[src/rtl/inst_fetch_unit.sv]
// Instruction fetch unit: owns the fetch PC and issues single-outstanding word reads to
// instruction memory. Responses are buffered in a small FIFO that drains to the core over
// valid/ready. Redirects flush buffered and in-flight fetches.
module inst_fetch_unit #(
  parameter int unsigned       ADDR_W   = 32,
  parameter int unsigned       INST_W   = 32,
  parameter int unsigned       DEPTH    = 2,
  parameter logic [ADDR_W-1:0] RESET_PC = '0
) (
  input  logic              clk,
  input  logic              rst,
  input  logic              redirect_valid,
  input  logic [ADDR_W-1:0] redirect_pc,
  output logic              imem_req,
  output logic [ADDR_W-1:0] imem_addr,
  input  logic              imem_gnt,
  input  logic              imem_rvalid,
  input  logic [INST_W-1:0] imem_rdata,
  input  logic              imem_err,
  output logic              out_valid,
  output logic [INST_W-1:0] out_inst,
  output logic [ADDR_W-1:0] out_pc,
  output logic              out_fault,
  input  logic              out_ready
);

  localparam int unsigned      PTR_W   = $clog2(DEPTH);
  localparam int unsigned      CNT_W   = $clog2(DEPTH + 1);
  localparam logic [CNT_W-1:0] DEPTH_C = CNT_W'(DEPTH);

  typedef enum logic [2:0] {StIdle, StReq, StWait, StDrain, StHalt} state_e;

  state_e            state_q, state_d;
  logic [ADDR_W-1:0] fetch_pc_q, fetch_pc_d;
  // Misaligned redirect seen while a stale response was still pending.
  logic              halt_pend_q, halt_pend_d;

  logic [ADDR_W-1:0] fifo_pc_q    [DEPTH];
  logic [INST_W-1:0] fifo_inst_q  [DEPTH];
  logic              fifo_fault_q [DEPTH];
  logic [PTR_W-1:0]  wr_ptr_q, rd_ptr_q;
  logic [CNT_W-1:0]  count_q;

  logic              push_resp;
  logic              pop;
  logic              outstanding;
  logic              misaligned;
  logic [CNT_W-1:0]  count_after;

  assign push_resp   = (state_q == StWait) && imem_rvalid;
  assign pop         = out_valid && out_ready;
  assign count_after = count_q + CNT_W'(push_resp) - CNT_W'(pop);
  assign misaligned  = redirect_pc[1:0] != 2'b00;
  // A request is still owed a response after this cycle: waiting with no rvalid yet, or
  // being granted right now.
  assign outstanding = ((state_q == StWait || state_q == StDrain) && !imem_rvalid) ||
                       (state_q == StReq && imem_gnt);

  assign out_valid = count_q != '0;
  assign out_inst  = fifo_inst_q[rd_ptr_q];
  assign out_pc    = fifo_pc_q[rd_ptr_q];
  assign out_fault = fifo_fault_q[rd_ptr_q];

  // Next-state, fetch PC and memory request generation; redirect overrides everything.
  always_comb begin
    state_d     = state_q;
    fetch_pc_d  = fetch_pc_q;
    halt_pend_d = halt_pend_q;
    imem_req    = 1'b0;
    imem_addr   = '0;
    unique case (state_q)
      StIdle: begin
        if (count_q < DEPTH_C) state_d = StReq;
      end
      StReq: begin
        imem_req  = 1'b1;
        imem_addr = fetch_pc_q;
        if (imem_gnt) begin
          fetch_pc_d = fetch_pc_q + ADDR_W'(4);
          state_d    = StWait;
        end
      end
      StWait: begin
        if (imem_rvalid) begin
          if (imem_err)                  state_d = StHalt;
          else if (count_after < DEPTH_C) state_d = StReq;
          else                           state_d = StIdle;
        end
      end
      StDrain: begin
        if (imem_rvalid) state_d = halt_pend_q ? StHalt : StReq;
      end
      StHalt: begin
        state_d = StHalt;
      end
      default: begin
        state_d = StIdle;
      end
    endcase
    if (redirect_valid) begin
      fetch_pc_d  = {redirect_pc[ADDR_W-1:2], 2'b00};
      halt_pend_d = misaligned;
      if (outstanding)     state_d = StDrain;
      else if (misaligned) state_d = StHalt;
      else                 state_d = StReq;
    end
  end

  // Control state registers.
  always_ff @(posedge clk or negedge rst) begin
    if (!rst) begin
      state_q     <= StIdle;
      fetch_pc_q  <= RESET_PC;
      halt_pend_q <= 1'b0;
    end else begin
      state_q     <= state_d;
      fetch_pc_q  <= fetch_pc_d;
      halt_pend_q <= halt_pend_d;
    end
  end

  // Response FIFO: flush (optionally seeding a misaligned-redirect fault) or push/pop.
  always_ff @(posedge clk or negedge rst) begin
    if (!rst) begin
      fifo_pc_q    <= '{default: '0};
      fifo_inst_q  <= '{default: '0};
      fifo_fault_q <= '{default: 1'b0};
      wr_ptr_q     <= '0;
      rd_ptr_q     <= '0;
      count_q      <= '0;
    end else if (redirect_valid) begin
      rd_ptr_q <= '0;
      if (misaligned) begin
        fifo_pc_q[0]    <= redirect_pc;
        fifo_inst_q[0]  <= '0;
        fifo_fault_q[0] <= 1'b1;
        wr_ptr_q        <= PTR_W'(1);
        count_q         <= CNT_W'(1);
      end else begin
        wr_ptr_q <= '0;
        count_q  <= '0;
      end
    end else begin
      if (push_resp) begin
        fifo_pc_q[wr_ptr_q]    <= fetch_pc_q - ADDR_W'(4);
        fifo_inst_q[wr_ptr_q]  <= imem_rdata;
        fifo_fault_q[wr_ptr_q] <= imem_err;
        wr_ptr_q               <= wr_ptr_q + PTR_W'(1);
      end
      if (pop) rd_ptr_q <= rd_ptr_q + PTR_W'(1);
      count_q <= count_after;
    end
  end

endmodule
[config.mk]
export PLATFORM = sky130hd
export DESIGN_NAME = inst_fetch_unit
export DESIGN_NICKNAME = d
export VERILOG_FILES = /design/src/rtl/inst_fetch_unit.sv
export SDC_FILE = /design/constraint.sdc
export NUM_CORES = 1
export LEC_CHECK = 0
export CORE_UTILIZATION = 45
export DETAILED_ROUTE_END_ITERATION = 10
export HOLD_SLACK_MARGIN = 0.02
export PLACE_DENSITY = 0.74
export SETUP_SLACK_MARGIN = 0.5
export SYNTH_ARGS = -nofsm -noshare
export SYNTH_HDL_FRONTEND = slang
export SYNTH_SLANG_ARGS = --single-unit
[constraint.sdc]
create_clock -name clk -period 2.2 [get_ports clk]
set_input_delay 0.44 -clock clk [delete_from_list [all_inputs] [get_ports clk]]
set_output_delay 0.44 -clock clk [all_outputs]
set_load 0.02 [all_outputs]
==> impl_metrics.py, run 1 <==
metrics = {
    "outcome": {
        "outcome": "complete, but fails checks",
        "violations": "negative setup slack",
    },
    "cts": {
        "cts.clk_slew.worst_paths_ns": 0.07,
        "cts-htree-levels": 4,
        "clock-sinks": 166,
        "clock_latency_ns": 0.44,
        "cts-root-buf": "clkbuf_16",
        "clock_path_buffers": 2,
        "cts_tree": "done",
        "cts_made_buffers": 17,
    },
    "layout": {
        "final_cells": 1451,
        "fin_util_pct": 76.20,
        "syn_to_final_growth_pct": 63.81,
        "fin_area_um2": 14440,
        "drive_above_1_share_pct": 48.11,
        "nets": 1253,
        "diodes": 0,
    },
    "critical_path": {
        "crit_start": "state_q[0]",
        "critPathArrivalTime_ns": 2.59,
        "r2r_start": "state_q[0]",
        "r2r-end": "state_q[0]",
        "regToRegSetupSlack_ns": -0.07,
        "cp-endpoint": "state_q[0]",
        "crit_fanout": 3,
        "cp-start-kind": "flop",
        "crit_required_ns": 2.52,
        "reg2reg_depth": 10,
        "crit_type": "flop to flop",
        "cp-end-kind": "flop",
    },
    "yosys": {
        "ys_ff_latch": 166,
        "synth_area_leaders": "dfrtp_1, mux2_2, nand2_1",
        "synthesis.area_um2": 8817,
        "synth_cell_type_count": 51,
        "syn_inst": 888,
        "synth_flop_cell": "dfrtp_1",
        "synth_top_cell_area_share_pct": 47.11,
        "yosysTopAreaCell": "dfrtp_1",
        "avgSynthCellArea_um2": 9.929,
        "synth_edf_count": 0,
        "async_flop_share_pct": 100.0,
        "yosysSeqAreaShare_pct": 47.11,
        "yosysWarnings": 0,
    },
    "place": {
        "port_buffers": 167,
        "placed_area_um2": 11270,
        "dp.cells": 1293,
        "dp_hpwl_mm": 16.21,
        "place_congestion": 0.8180,
    },
    "grt": {
        "met1_usage_pct": 36.01,
        "track_usage_pct": 26.58,
        "grtUsageMet2_pct": 43.12,
        "gr-usage-met3_pct": 5.013,
        "grt_pass1_wl_mm": 41.35,
        "busiest_layer": "met2",
        "antenna_found_initial": 0,
        "grt_pass1_vias": 7727,
        "grt-ovfl-total": 0,
        "grt_start_max_net_pins": 55,
    },
    "power": {
        "comb_power_share_pct": 47.2,
        "leakagePower_nw": 6.699,
        "p_sw_mw": 4.811,
        "seq_power_share_pct": 30.5,
        "cellPowerDensity_nw_per_um2": 944.6,
        "p_sw_share_pct": 35.27,
        "p_int_mw": 8.832,
        "vdd_ir_drop_max_v": 0.0006823,
        "clkPwrFrac_pct": 22.3,
    },
    "routing": {
        "drtPass1Iterations": 5,
        "drt_first_iter_violations": 632,
        "vias": 8436,
        "drc": 0,
        "via_per_inst": 5.814,
        "wl_mm": 32.50,
        "ant_nets": 0,
        "wl_per_cell_um": 22.40,
    },
    "timing": {
        "finClkSkew_ns": 0.009569,
        "setup_tns_ns": -0.06979,
        "rsz0062_at_grt": "yes",
        "slew_headroom_pct": 60.57,
        "worst_slack_ns": -0.06979,
        "fmax_mhz": 440.6,
        "worstMarginPinSlew_ns": 0.5832,
        "holdWs_ns": 0.4389,
        "final.min_clock_period_ns": 2.270,
        "setup_violations": 1,
        "hold_viol": 0,
        "maxSlewViolCount": 0,
        "finalCritPeriodShare_pct": 103.2,
    },
    "floorplanning": {
        "fp-row-count": 50,
        "io_pins": 170,
        "coreArea_um2": 18960,
        "dieWidth_um": 142.0,
        "initial_core_util_pct": 46.51,
        "die_h_um": 142.0,
        "die_area_um2": 20160,
    },
    "hold_path": {
        "min_path_type": "input pin to flop",
    },
    "flow_run": {
        "maxCapViolCount": 0,
    },
}
[layout by cell type, fill, tap and decap left out, types with 12 or more instances in the layout]
| cell type | instances |
|---|---|
| dfrtp_1 | 144 |
| buf_6 | 136 |
| nand2_1 | 133 |
| buf_4 | 87 |
| clkdlybuf4s50_1 | 68 |
| mux2_4 | 64 |
| o21ai_1 | 43 |
| mux2_2 | 41 |
| nand3_1 | 41 |
| nor2_1 | 36 |
| clkbuf_16 | 28 |
| buf_12 | 25 |
| a21oi_1 | 24 |
| xnor2_1 | 22 |
| dfrtp_2 | 22 |
| and2_4 | 18 |
| xor2_1 | 18 |
| xnor2_2 | 15 |
| nor3_4 | 15 |
| o21ai_0 | 14 |
| a211oi_1 | 14 |
| and2_2 | 12 |
[flip-flops by register name (all words and copies together) (netlist names)]
signal,cells
rd_ptr_q,1
fifo_inst_q,64
fifo_pc_q,62
count_q,2
fetch_pc_q,30
state_q,3
wr_ptr_q,1
halt_pend_q,1
fifo_fault_q,2
[synth_stat cells (all sizes together), types with 2 or more instances]
cell / count
clkbuf: 40
nand3b: 2
buf: 36
nor4b: 3
xnor2: 38
a221oi: 11
nand4bb: 2
nand2b: 4
inv: 9
nor2: 42
xor2: 20
nand2: 141
or4: 2
nor4: 13
a21oi: 24
nor3: 27
ha: 4
and2: 33
or3: 6
and3: 10
and4: 2
o21ai: 61
a211oi: 14
or2: 2
dfrtp: 166
nand4: 12
mux2: 105
nor2b: 3
nor3b: 3
nand3: 44
[stage by stage]
stage | setup slack, ns | power (mW)
floorplan | 0.04357 | 6.510
global placement | -0.3468 | 8.261
detailed placement | -0.3861 | 8.338
CTS | -0.0006939 | 12.37
global route | -0.1144 | 14.13
finish | -0.06979 | 13.64
[cell type report]
| class | instances | area, µm² |
|---|---|---|
| multi-input combinational | 639 | 5373 |
| fill | 1109 | 4512 |
| sequential | 166 | 4182 |
| timing repair buffer | 345 | 3949 |
| clock buffer | 18 | 439.2 |
| tap | 260 | 325.3 |
| clock inverter | 14 | 140.1 |
| inverter | 9 | 36.28 |
[worst min-delay path by stage]
stage	start	to	slack (ns)	cells after the start
CTS	redirect_valid	rd_ptr_q	0.42	2
global placement	rst	fifo_inst_q[7]	0.40	1
floorplan	rst	count_q[0]	0.14	0
global route	redirect_valid	rd_ptr_q	0.45	2
finish	redirect_valid	rd_ptr_q	0.44	2
detailed placement	rst	fifo_inst_q[7]	0.40	1
[routing by layer]
layer | routed length [µm] | vias to the layer above | share of wire (%)
met1 | 12600 | 4145 | 39
li1 | - | 3656 | -
met2 | 15770 | 525 | 49
met4 | 1173 | 0 | 3.6
met5 | 0 | - | 0
met3 | 2961 | 110 | 9.1
[what timing repair did]
action,in CTS,in global routing
cloned,5,21
hold endpoints to repair,40,0
gates resized for setup,640,228
setup endpoints to repair,246,255
setup buffers,36,63
hold buffers,1,0
pin swaps,37,51
[logic make-up after synthesis]
group                      Yosys count  share of synthesized area [%]
adders and majority gates            4                         0.5676
buffers and inverters               85                          4.257
AOI/OAI and AO/OA                  116                          7.762
muxes                              106                          13.52
and+or+nand+nor                    352                          20.97
other                                1                        0.04253
xor gates and xnor gates            58                          5.761
DFF                                166                          47.11
[worst max-delay path, stage by stage (launching register included)]
cell and delay [ns]:
dfrtp_1 0.41, buf_6 0.14, nand4bb_4 0.23, ha_4 0.28, inv_2 0.03, ha_4 0.16
xnor2_4 0.14, xnor2_2 0.16, a221oi_2 0.28, nor2_1 0.06, mux2_2 0.26
[power groups by stage]
stage          Sequential, mW  Combinational (mW)  Clock (mW)
2_1_floorplan            3.96                2.55           0
3_3_place_gp             4.13                4.13           0
3_5_place_dp             4.17                4.17           0
4_1_cts                  4.12                5.23        3.02
5_1_grt                  4.22                6.72        3.19
6_report                 4.16                6.44        3.04
(Power assumes the default switching activity.)
==> run 2, diff against run 1 <==
--- a/config.mk
+++ b/config.mk
@@ -5,6 +5,7 @@
 export SDC_FILE = /design/constraint.sdc
 export NUM_CORES = 1
 export LEC_CHECK = 0
+export CORE_ASPECT_RATIO = 1.75
 export CORE_UTILIZATION = 45
 export DETAILED_ROUTE_END_ITERATION = 10
 export HOLD_SLACK_MARGIN = 0.02
==> run 2 against run 1 <==
- the run still ends with negative setup slack left
- largest power group unchanged
- non-clock buffer count is 9 lower
- largest cell class unchanged
- highest routed layer unchanged
- critical path depth decreased by 5
- clock skew grew 0.0060 ns
- utilization decreased by 2.2 points
==> impl_metrics.py, run 2 (same netlist as run 1, synthesis figures left out) <==
metrics = {
    "outcome": {
        "outcome": "complete, but fails checks",
        "violations": "negative setup slack",
    },
    "floorplanning": {
        "dieWidth_um": 107.8,
        "die_h_um": 187.2,
        "die_area_um2": 20180,
        "initial_core_util_pct": 45.93,
        "coreArea_um2": 19200,
        "fp-row-count": 67,
        "io_pins": 170,
    },
    "power": {
        "cellPowerDensity_nw_per_um2": 976.2,
        "seq_power_share_pct": 30.1,
        "leakagePower_nw": 6.546,
        "vdd_ir_drop_max_v": 0.0006383,
        "p_sw_mw": 4.694,
        "comb_power_share_pct": 47.6,
        "clkPwrFrac_pct": 22.2,
        "p_int_mw": 9.182,
        "p_sw_share_pct": 33.83,
    },
    "layout": {
        "layout_commonest_cell": "dfrtp_1",
        "final_cells": 1420,
        "fin_util_pct": 74.05,
        "nets": 1243,
        "diodes": 0,
        "largestRegisters": "fifo_inst_q: 64 flops, fifo_pc_q: 62 flops, fetch_pc_q: 30 flops",
        "syn_to_final_growth_pct": 61.22,
        "drive_above_1_share_pct": 46.40,
        "regMostFlops": "fifo_inst_q",
        "layout_common_cells": "dfrtp_1, nand2_1, buf_6",
        "largest_register_ffs": 64,
    },
    "timing": {
        "fmax_mhz": 444.0,
        "setup_tns_ns": -0.3600,
        "worstMarginPinSlew_ns": 0.5088,
        "finClkSkew_ns": 0.01561,
        "setup_violations": 17,
        "maxSlewViolCount": 0,
        "finalCritPeriodShare_pct": 102.4,
        "holdWs_ns": 0.3264,
        "slew_headroom_pct": 66.08,
        "worst_slack_ns": -0.05215,
        "final.min_clock_period_ns": 2.252,
        "hold_viol": 0,
        "rsz0062_at_grt": "yes",
    },
    "place": {
        "pre_cts_ws_ns": -0.3515,
        "dp_hpwl_mm": 17.04,
        "place_congestion": 0.8875,
        "dp.cells": 1275,
        "port_buffers": 167,
    },
    "routing": {
        "wl_per_cell_um": 23.40,
        "vias": 8462,
        "drc": 0,
        "drtPass1Iterations": 5,
        "drt_first_iter_violations": 546,
        "ant_nets": 0,
        "wl_mm": 33.23,
        "via_per_inst": 5.959,
    },
    "flow_run": {
        "maxCapViolCount": 0,
    },
    "critical_path": {
        "crit_fanout": 5,
        "critPathArrivalTime_ns": 1.81,
        "crit_type": "flop to output pin",
        "crit_required_ns": 1.76,
        "cp-end-kind": "output pin",
        "cp-start-kind": "flop",
    },
    "cts": {
        "clock_latency_ns": 0.44,
        "cts_made_buffers": 17,
        "cts-htree-levels": 4,
        "cts_tree": "done",
        "clock_path_buffers": 2,
        "cts-root-buf": "clkbuf_16",
        "cts.clk_slew.worst_paths_ns": 0.07,
        "clock-sinks": 166,
    },
    "grt": {
        "antenna_found_initial": 0,
        "grt-ovfl-total": 0,
        "grt_pass1_vias": 7900,
        "grt_start_max_net_pins": 52,
        "track_usage_pct": 26.47,
        "grt_pass1_wl_mm": 40.97,
    },
    "hold_path": {
        "min_path_type": "input pin to flop",
    },
}
[run 2: cell count changes in the layout (fill, tap and decap cells not counted), moves of 8 or more]
cell       delta
and2_4       +13
clkbuf_16     +8
mux2_4       -17
o21ai_0      +12
and2_2       -12
buf_6        -18
o21ai_1       -9
mux2_2       +17
[run 2: final timing paths]
kind,from,to,slack [ns],cells after the start
min in group asynchronous,rst,fifo_pc_q[24],0.49,2
max in group asynchronous,rst,fetch_pc_q[11],0.91,3
hold / removal,redirect_valid,rd_ptr_q,0.33,2
setup / recovery,rd_ptr_q,out_pc[5],-0.05,5
hold reg to reg,fifo_pc_q[14],fifo_pc_q[14],0.49,2
setup reg to reg,state_q[2],state_q[0],0.04,10
[run 2: per-layer routing]
metal	up-vias	track usage [%]	wire [µm]
li1	3628	-	-
met1	4190	29.76	11250
met2	475	47.81	17630
met3	169	3.902	2069
met4	0	12.91	2278
met5	-	0	0
[run 2: power by group through the flow]
stage / combinational [mW] / sequential [mW] / clock (mW)
3_3_place_gp: 4.14 / 4.14 / 0
6_report: 6.61 / 4.18 / 3.08
2_1_floorplan: 2.55 / 3.96 / 0
4_1_cts: 4.97 / 4.12 / 3.09
3_5_place_dp: 4.18 / 4.18 / 0
5_1_grt: 6.88 / 4.25 / 3.23
[run 2: critical path, cell delays in order, from the launching register on]
cell and delay, ns:
dfrtp_2 0.49, buf_12 0.16, clkbuf_16 0.15, buf_4 0.10, mux2_2 0.31, buf_2 0.16
[run 2: timing repair]
action	CTS	global route
gates resized for setup	485	327
hold endpoints to repair	36	0
endpoints found under the setup margin	249	257
pin swaps	20	22
hold buffers	1	0
gates cloned	4	24
buffers inserted	33	53
[run 2: area by class of cell]
| class | count | area [µm²] |
|---|---|---|
| Multi-Input combinational cell | 638 | 5157 |
| Fill cell | 1154 | 4982 |
| Sequential cell | 166 | 4184 |
| Timing Repair Buffer | 336 | 3946 |
| Clock buffer | 22 | 464.2 |
| Tap cell | 241 | 301.5 |
| Clock inverter | 8 | 125.1 |
| Inverter | 9 | 36.28 |
[run 2: through the flow]
step | area, µm² | power, mW
4_1_cts | 12380 | 12.17
3_3_place_gp | 11230 | 8.278
5_1_grt | 14210 | 14.36
3_5_place_dp | 11230 | 8.364
2_1_floorplan | 9049 | 6.510
6_report | 14210 | 13.88
